File: src/rtl/piso_tx_scheduler.sv
// Round-robin scheduler sharing one LSB-first parallel-in/serial-out shifter among NREQ requesters.
// Each granted word is loaded for one cycle, then shifted out one bit per TICK_DIV enabled clocks.
module piso_tx_scheduler #(
    parameter int NREQ     = 4,
    parameter int WIDTH    = 4,
    parameter int TICK_DIV = 100_000_000
) (
    input  logic                            clk,
    input  logic                            rst,
    input  logic                            en,
    input  logic [NREQ-1:0]                 req,
    input  logic [NREQ*WIDTH-1:0]           data,
    output logic [NREQ-1:0]                 ack,
    output logic                            so,
    output logic                            frame_vld,
    output logic                            busy,
    output logic [((NREQ > 1) ? $clog2(NREQ) : 1)-1:0] gnt_id
);

    localparam int GW = (NREQ > 1) ? $clog2(NREQ) : 1;
    localparam int TW = (TICK_DIV > 1) ? $clog2(TICK_DIV) : 1;
    localparam int BW = (WIDTH > 1) ? $clog2(WIDTH) : 1;

    typedef enum logic [1:0] {IDLE, LOAD, SHIFT} state_t;

    state_t            state_reg, state_next;
    logic [WIDTH-1:0]  shift_reg, shift_next;
    logic [TW-1:0]     tick_cnt_reg, tick_cnt_next;
    logic [BW-1:0]     bit_cnt_reg, bit_cnt_next;
    logic [GW-1:0]     ptr_reg, ptr_next;
    logic [GW-1:0]     gnt_id_reg, gnt_id_next;

    logic [WIDTH-1:0]  words [NREQ];
    logic [GW-1:0]     pick;

    genvar gi;
    generate
        for (gi = 0; gi < NREQ; gi++) begin : g_req
            assign words[gi] = data[gi*WIDTH +: WIDTH];
            assign ack[gi]   = (state_reg == LOAD) && (gnt_id_reg == GW'(gi));
        end
    endgenerate

    // Scan from the highest offset down so the closest set bit after ptr wins.
    always_comb begin
        int idx;
        pick = '0;
        idx  = 0;
        for (int off = NREQ - 1; off >= 0; off--) begin
            idx = (int'(ptr_reg) + off) % NREQ;
            if (req[idx[GW-1:0]]) begin
                pick = idx[GW-1:0];
            end
        end
    end

    always_comb begin
        state_next    = state_reg;
        shift_next    = shift_reg;
        tick_cnt_next = tick_cnt_reg;
        bit_cnt_next  = bit_cnt_reg;
        ptr_next      = ptr_reg;
        gnt_id_next   = gnt_id_reg;
        case (state_reg)
            IDLE: begin
                if (|req) begin
                    gnt_id_next = pick;
                    state_next  = LOAD;
                end
            end
            LOAD: begin
                shift_next    = words[gnt_id_reg];
                tick_cnt_next = '0;
                bit_cnt_next  = '0;
                state_next    = SHIFT;
            end
            SHIFT: begin
                // en=0 freezes the bit timer so the current bit simply stretches.
                if (en) begin
                    if (tick_cnt_reg == TW'(TICK_DIV - 1)) begin
                        tick_cnt_next = '0;
                        shift_next    = shift_reg >> 1;
                        bit_cnt_next  = bit_cnt_reg + BW'(1);
                        if (bit_cnt_reg == BW'(WIDTH - 1)) begin
                            state_next = IDLE;
                            ptr_next   = (gnt_id_reg == GW'(NREQ - 1)) ? '0 : gnt_id_reg + GW'(1);
                        end
                    end else begin
                        tick_cnt_next = tick_cnt_reg + TW'(1);
                    end
                end
            end
            default: state_next = IDLE;
        endcase
    end

    always_ff @(posedge clk) begin
        if (rst) begin
            state_reg    <= IDLE;
            shift_reg    <= '0;
            tick_cnt_reg <= '0;
            bit_cnt_reg  <= '0;
            ptr_reg      <= '0;
            gnt_id_reg   <= '0;
        end else begin
            state_reg    <= state_next;
            shift_reg    <= shift_next;
            tick_cnt_reg <= tick_cnt_next;
            bit_cnt_reg  <= bit_cnt_next;
            ptr_reg      <= ptr_next;
            gnt_id_reg   <= gnt_id_next;
        end
    end

    assign busy      = (state_reg != IDLE);
    assign frame_vld = (state_reg == SHIFT);
    assign so        = frame_vld & shift_reg[0];
    assign gnt_id    = gnt_id_reg;

endmodule
File: config.mk
export PLATFORM = sky130hd
export DESIGN_NAME = piso_tx_scheduler
export DESIGN_NICKNAME = d
export VERILOG_FILES = /design/src/rtl/piso_tx_scheduler.sv
export SDC_FILE = /design/constraint.sdc
export NUM_CORES = 1
export LEC_CHECK = 0
export CAP_MARGIN = 20
export CORE_UTILIZATION = 50
export CTS_CLUSTER_DIAMETER = 200
export DETAILED_ROUTE_END_ITERATION = 12
export GPL_ROUTABILITY_DRIVEN = 0
export PLACE_DENSITY_LB_ADDON = 0.12
export SKIP_LAST_GASP = 1
export SYNTH_ARGS = -nofsm -noshare
export SYNTH_HDL_FRONTEND = slang
export SYNTH_SLANG_ARGS = --single-unit
File: constraint.sdc
create_clock -name clk -period 2.23 [get_ports clk]
set_input_delay 0.5575 -clock clk [delete_from_list [all_inputs] [get_ports clk]]
set_output_delay 0.5575 -clock clk [all_outputs]
set_load 0.01 [all_outputs]
==> flow_summary.rst <==
.. list-table::
   :header-rows: 1

   * - Metric
     - Value
   * - Later-pin clock latency in the skew report
     - 0.30 ns
   * - Netlist area before placement
     - 2220 µm²
   * - Class of the tightest hold or removal check
     - reg2reg
   * - Critical-path maximum fanout
     - 6
   * - Critical path origin
     - state_reg[0]
   * - Total of hold buffers inserted after clock tree synthesis
     - 0
   * - Antenna violations before repair
     - 0
   * - Switching power
     - 374.7 µW
   * - Largest register FFs
     - 27
   * - Clock period minus final worst setup slack
     - 2.143 ns
   * - Cells along the critical path
     - nor2b_4, and2_1, clkdlybuf4s50_1
   * - Starting DRC count in detailed routing
     - 76
   * - Top cell type's share of synthesized area
     - 35.17%
   * - Post-detailed-route count of antenna-violating nets
     - 0
   * - Hold depth
     - 2
   * - Total of buffers placed on input and output ports
     - 31
   * - Timing-limited maximum frequency
     - 466.6 MHz
   * - Cell at the root of the clock tree
     - clkbuf_8
   * - Cell count along the critical path
     - 3
   * - Post-placement setup slack
     - -0.008755 ns
   * - First-pass iteration count of the detailed router
     - 4
   * - Leakage
     - 0.001071 µW
   * - Maximum buffer depth of the clock tree
     - 2
   * - Worst supply voltage drop on vdd
     - 0.3486 mV
   * - Worst reg2reg setup slack
     - 0.23 ns
   * - Worst setup path category
     - reg2out
   * - Netlist cell types
     - 51
   * - Avg WL per Cell
     - 13.04 µm
   * - Die Width
     - 68.63 µm
   * - Crit path buffers/inverters
     - 1
   * - Actual transition at the worst max-transition pin
     - 0.5005 ns
   * - Logic pwr share
     - 16.1%
   * - CTS Buf Count
     - 5
   * - Vertical die dimension
     - 68.63 µm
   * - Remaining DRCs
     - 0
   * - HPWL reported at the end of detailed placement
     - 3506 µm
   * - Post-CTS setup repair buffer count
     - 0
   * - Global Route Usage Sum
     - 22.01%
   * - Via count of the first global-routing pass
     - 1819
   * - Mean instance size in the synthesized netlist
     - 8.472 µm²
   * - Ratio of total power to cell area
     - 561.0 nW/µm²
   * - R2r startpoint
     - tick_cnt_reg[20]
   * - Data arrival, critical path
     - 1.59 ns
   * - Via density per instance
     - 5.636
   * - Row Count
     - 23
   * - CTS H-Tree Depth
     - 2
   * - Final Worst Setup Slack
     - 0.08684 ns
   * - Final wirelength
     - 4693 µm
   * - Clock-pin transition on the worst setup and hold timing paths
     - 0.07 ns
   * - Share of cells above drive strength 1
     - 15.48%
   * - Clock network fraction of design power
     - 38.1%
   * - Int Power
     - 1212 µW
   * - Max-Slew Margin vs Limit
     - 66.20%
   * - Final hold vios
     - 0
   * - Hold Slack
     - 0.4697 ns
   * - Most common cell after layout, fill and taps aside
     - nor2_1
   * - Launching element type of the critical path
     - flip-flop
   * - Cell taking the most area after synthesis
     - dfxtp_1
   * - Total of max-cap violations
     - 0
   * - Outcome
     - finished clean
   * - Family with the most delay on the worst path
     - buffers and inverters
   * - Setup repair after global routing missed its margin
     - yes
   * - Worst EP required
     - 1.67 ns
   * - Maximum number of pins on one net before global-route repair
     - 20
   * - Path depth of the worst reg2reg path
     - 7
   * - Cell at the slowest stage of the critical path
     - clkdlybuf4s50_1
   * - Max incr delay on CP
     - 0.54 ns
   * - Terminus of the critical flop-to-flop path
     - tick_cnt_reg[22]
   * - Post-synthesis cell count
     - 262
   * - Total inserted antenna cells
     - 0
   * - Number of synthesized flops with an enable pin
     - 0
   * - Async SR Flop Fraction
     - 0%
   * - Critical hold path startpoint
     - shift_reg[0]
   * - Clk_skew
     - 0.007522 ns
   * - TritonCTS clock tree
     - built
   * - Synth Net Count
     - 291
   * - Period utilisation layout
     - 96.11%
   * - Die outline area
     - 4709 µm²
   * - Effective utilization at floorplan
     - 53.56%
   * - Fill cells
     - 353
   * - TritonCTS sink count
     - 39
   * - Area Growth Syn to Fin
     - 27.40%
   * - Nets@finish
     - 338
   * - End of the critical path
     - ack[2]
   * - Sequential cell area fraction in the yosys report
     - 35.17%
   * - Count of warnings emitted by yosys
     - 0
   * - Register bit total from synthesis
     - 39
   * - Setup violators final
     - 0
   * - Ys flop type
     - dfxtp_1
   * - Flop pwr share
     - 45.8%
   * - Residual overflow from global routing
     - 0
   * - Highest-count cells in the layout ignoring fill and taps
     - 38 x nor2_1, 37 x dfxtp_1, 31 x clkdlybuf4s50_1
   * - Total count of max-transition violations in the final report
     - 0
   * - CP endpoint kind
     - primary output
   * - Setup_tns
     - 0 ns
   * - Placeable core area
     - 4144 µm²
   * - Switching share of total power
     - 23.62%
   * - Top post-synthesis cells by area
     - dfxtp_1 35%, nor2_1 6.4%, nand3_1 5.2%, mux4_2 4.1%, nand2_1 3.7%
   * - Routed vias
     - 2029
   * - Top Ports
     - 32
   * - Global-route wire length before repair
     - 7769 µm
[stage by stage]
stage | total power [µW] | std cells | utilization [%] | cell area (µm²)
final | 1586 | 360 | 68.24 | 2828
after global routing | 1655 | 360 | 68.24 | 2828
after CTS | 1602 | 360 | 68.06 | 2820
after detailed placement | 991.8 | 352 | 65.16 | 2700
after global placement | 990.4 | 352 | 65.16 | 2700
after floorplan | 865.8 | 262 | - | 2220
[cells in the mapped netlist, drive strengths merged, types with 3 or more instances]
| master | number |
|---|---|
| a211oi | 4 |
| nor2 | 38 |
| xor2 | 9 |
| o21ai | 3 |
| and4 | 5 |
| dfxtp | 39 |
| nand3 | 23 |
| xnor2 | 7 |
| nand4 | 9 |
| buf | 4 |
| or3b | 4 |
| ha | 6 |
| inv | 9 |
| mux4 | 4 |
| nor4 | 5 |
| clkbuf | 7 |
| a21oi | 11 |
| nand2 | 22 |
| and2 | 5 |
| nor3 | 5 |
| or3 | 3 |
| and3 | 7 |
| mux2i | 6 |
[power by group through the flow]
stage	combinational (µW)	clock (µW)	sequential (µW)
after floorplan	126	0	740
after global placement	250	0	741
after detailed placement	251	0	741
after CTS	254	623	725
after global routing	279	645	730
final	255	604	727
[metal layers]
layer / track usage (%) / vias to the layer above / wire length, µm
met4: 8.594 / 0 / 102
met2: 38.60 / 47 / 2190
met3: 5.428 / 8 / 181
met5: 0 / - / 0
met1: 25.48 / 934 / 2219
li1: - / 1040 / -
[worst min path at each step]
stage	endpoint	slack [ns]
after floorplan	shift_reg[0]	0.44
after global placement	bit_cnt_reg[1]	0.45
after detailed placement	shift_reg[0]	0.46
after CTS	shift_reg[0]	0.47
after global routing	shift_reg[0]	0.50
final	shift_reg[0]	0.47
[cell families (layout without fill, tap and decap cells)]
| kind of cell | count (synthesis) | after routing | share of synthesized area (%) |
|---|---|---|---|
| AO/OA/AOI/OAI | 32 | 32 | 10.15 |
| buffers and inverters | 20 | 68 | 4.002 |
| XOR/XNOR | 16 | 16 | 6.314 |
| AND/OR/NAND/NOR | 139 | 139 | 34.22 |
| adder cells (fa/ha/maj) | 6 | 6 | 3.382 |
| multiplexers | 10 | 10 | 6.765 |
| flip-flops | 39 | 39 | 35.17 |
[layout make-up]
type | count | area [µm²] | area share, %
repair buffers | 51 | 473.0 | 16.73
inverters | 9 | 33.78 | 1.195
clock inverters | 2 | 35.03 | 1.239
flip-flops and latches | 39 | 783.3 | 27.70
clock buffers | 6 | 82.58 | 2.920
well taps | 50 | 62.56 | 2.212
multi-input cells | 203 | 1358 | 48.01
[worst reg2reg max path, delay by kind of cell, from the launching register on]
family	cells	cell delay, ns
AO/OA/AOI/OAI	3	0.46
buffers and inverters	2	0.33
flip-flops	1	0.41
AND/OR/NAND/NOR	2	0.68
[timing repair]
item	in CTS	in global routing
endpoints found under the setup margin	4	5
cloned	0	0
gates resized for setup	1	4
No activity file was read; power rests on OpenSTA's default activity.
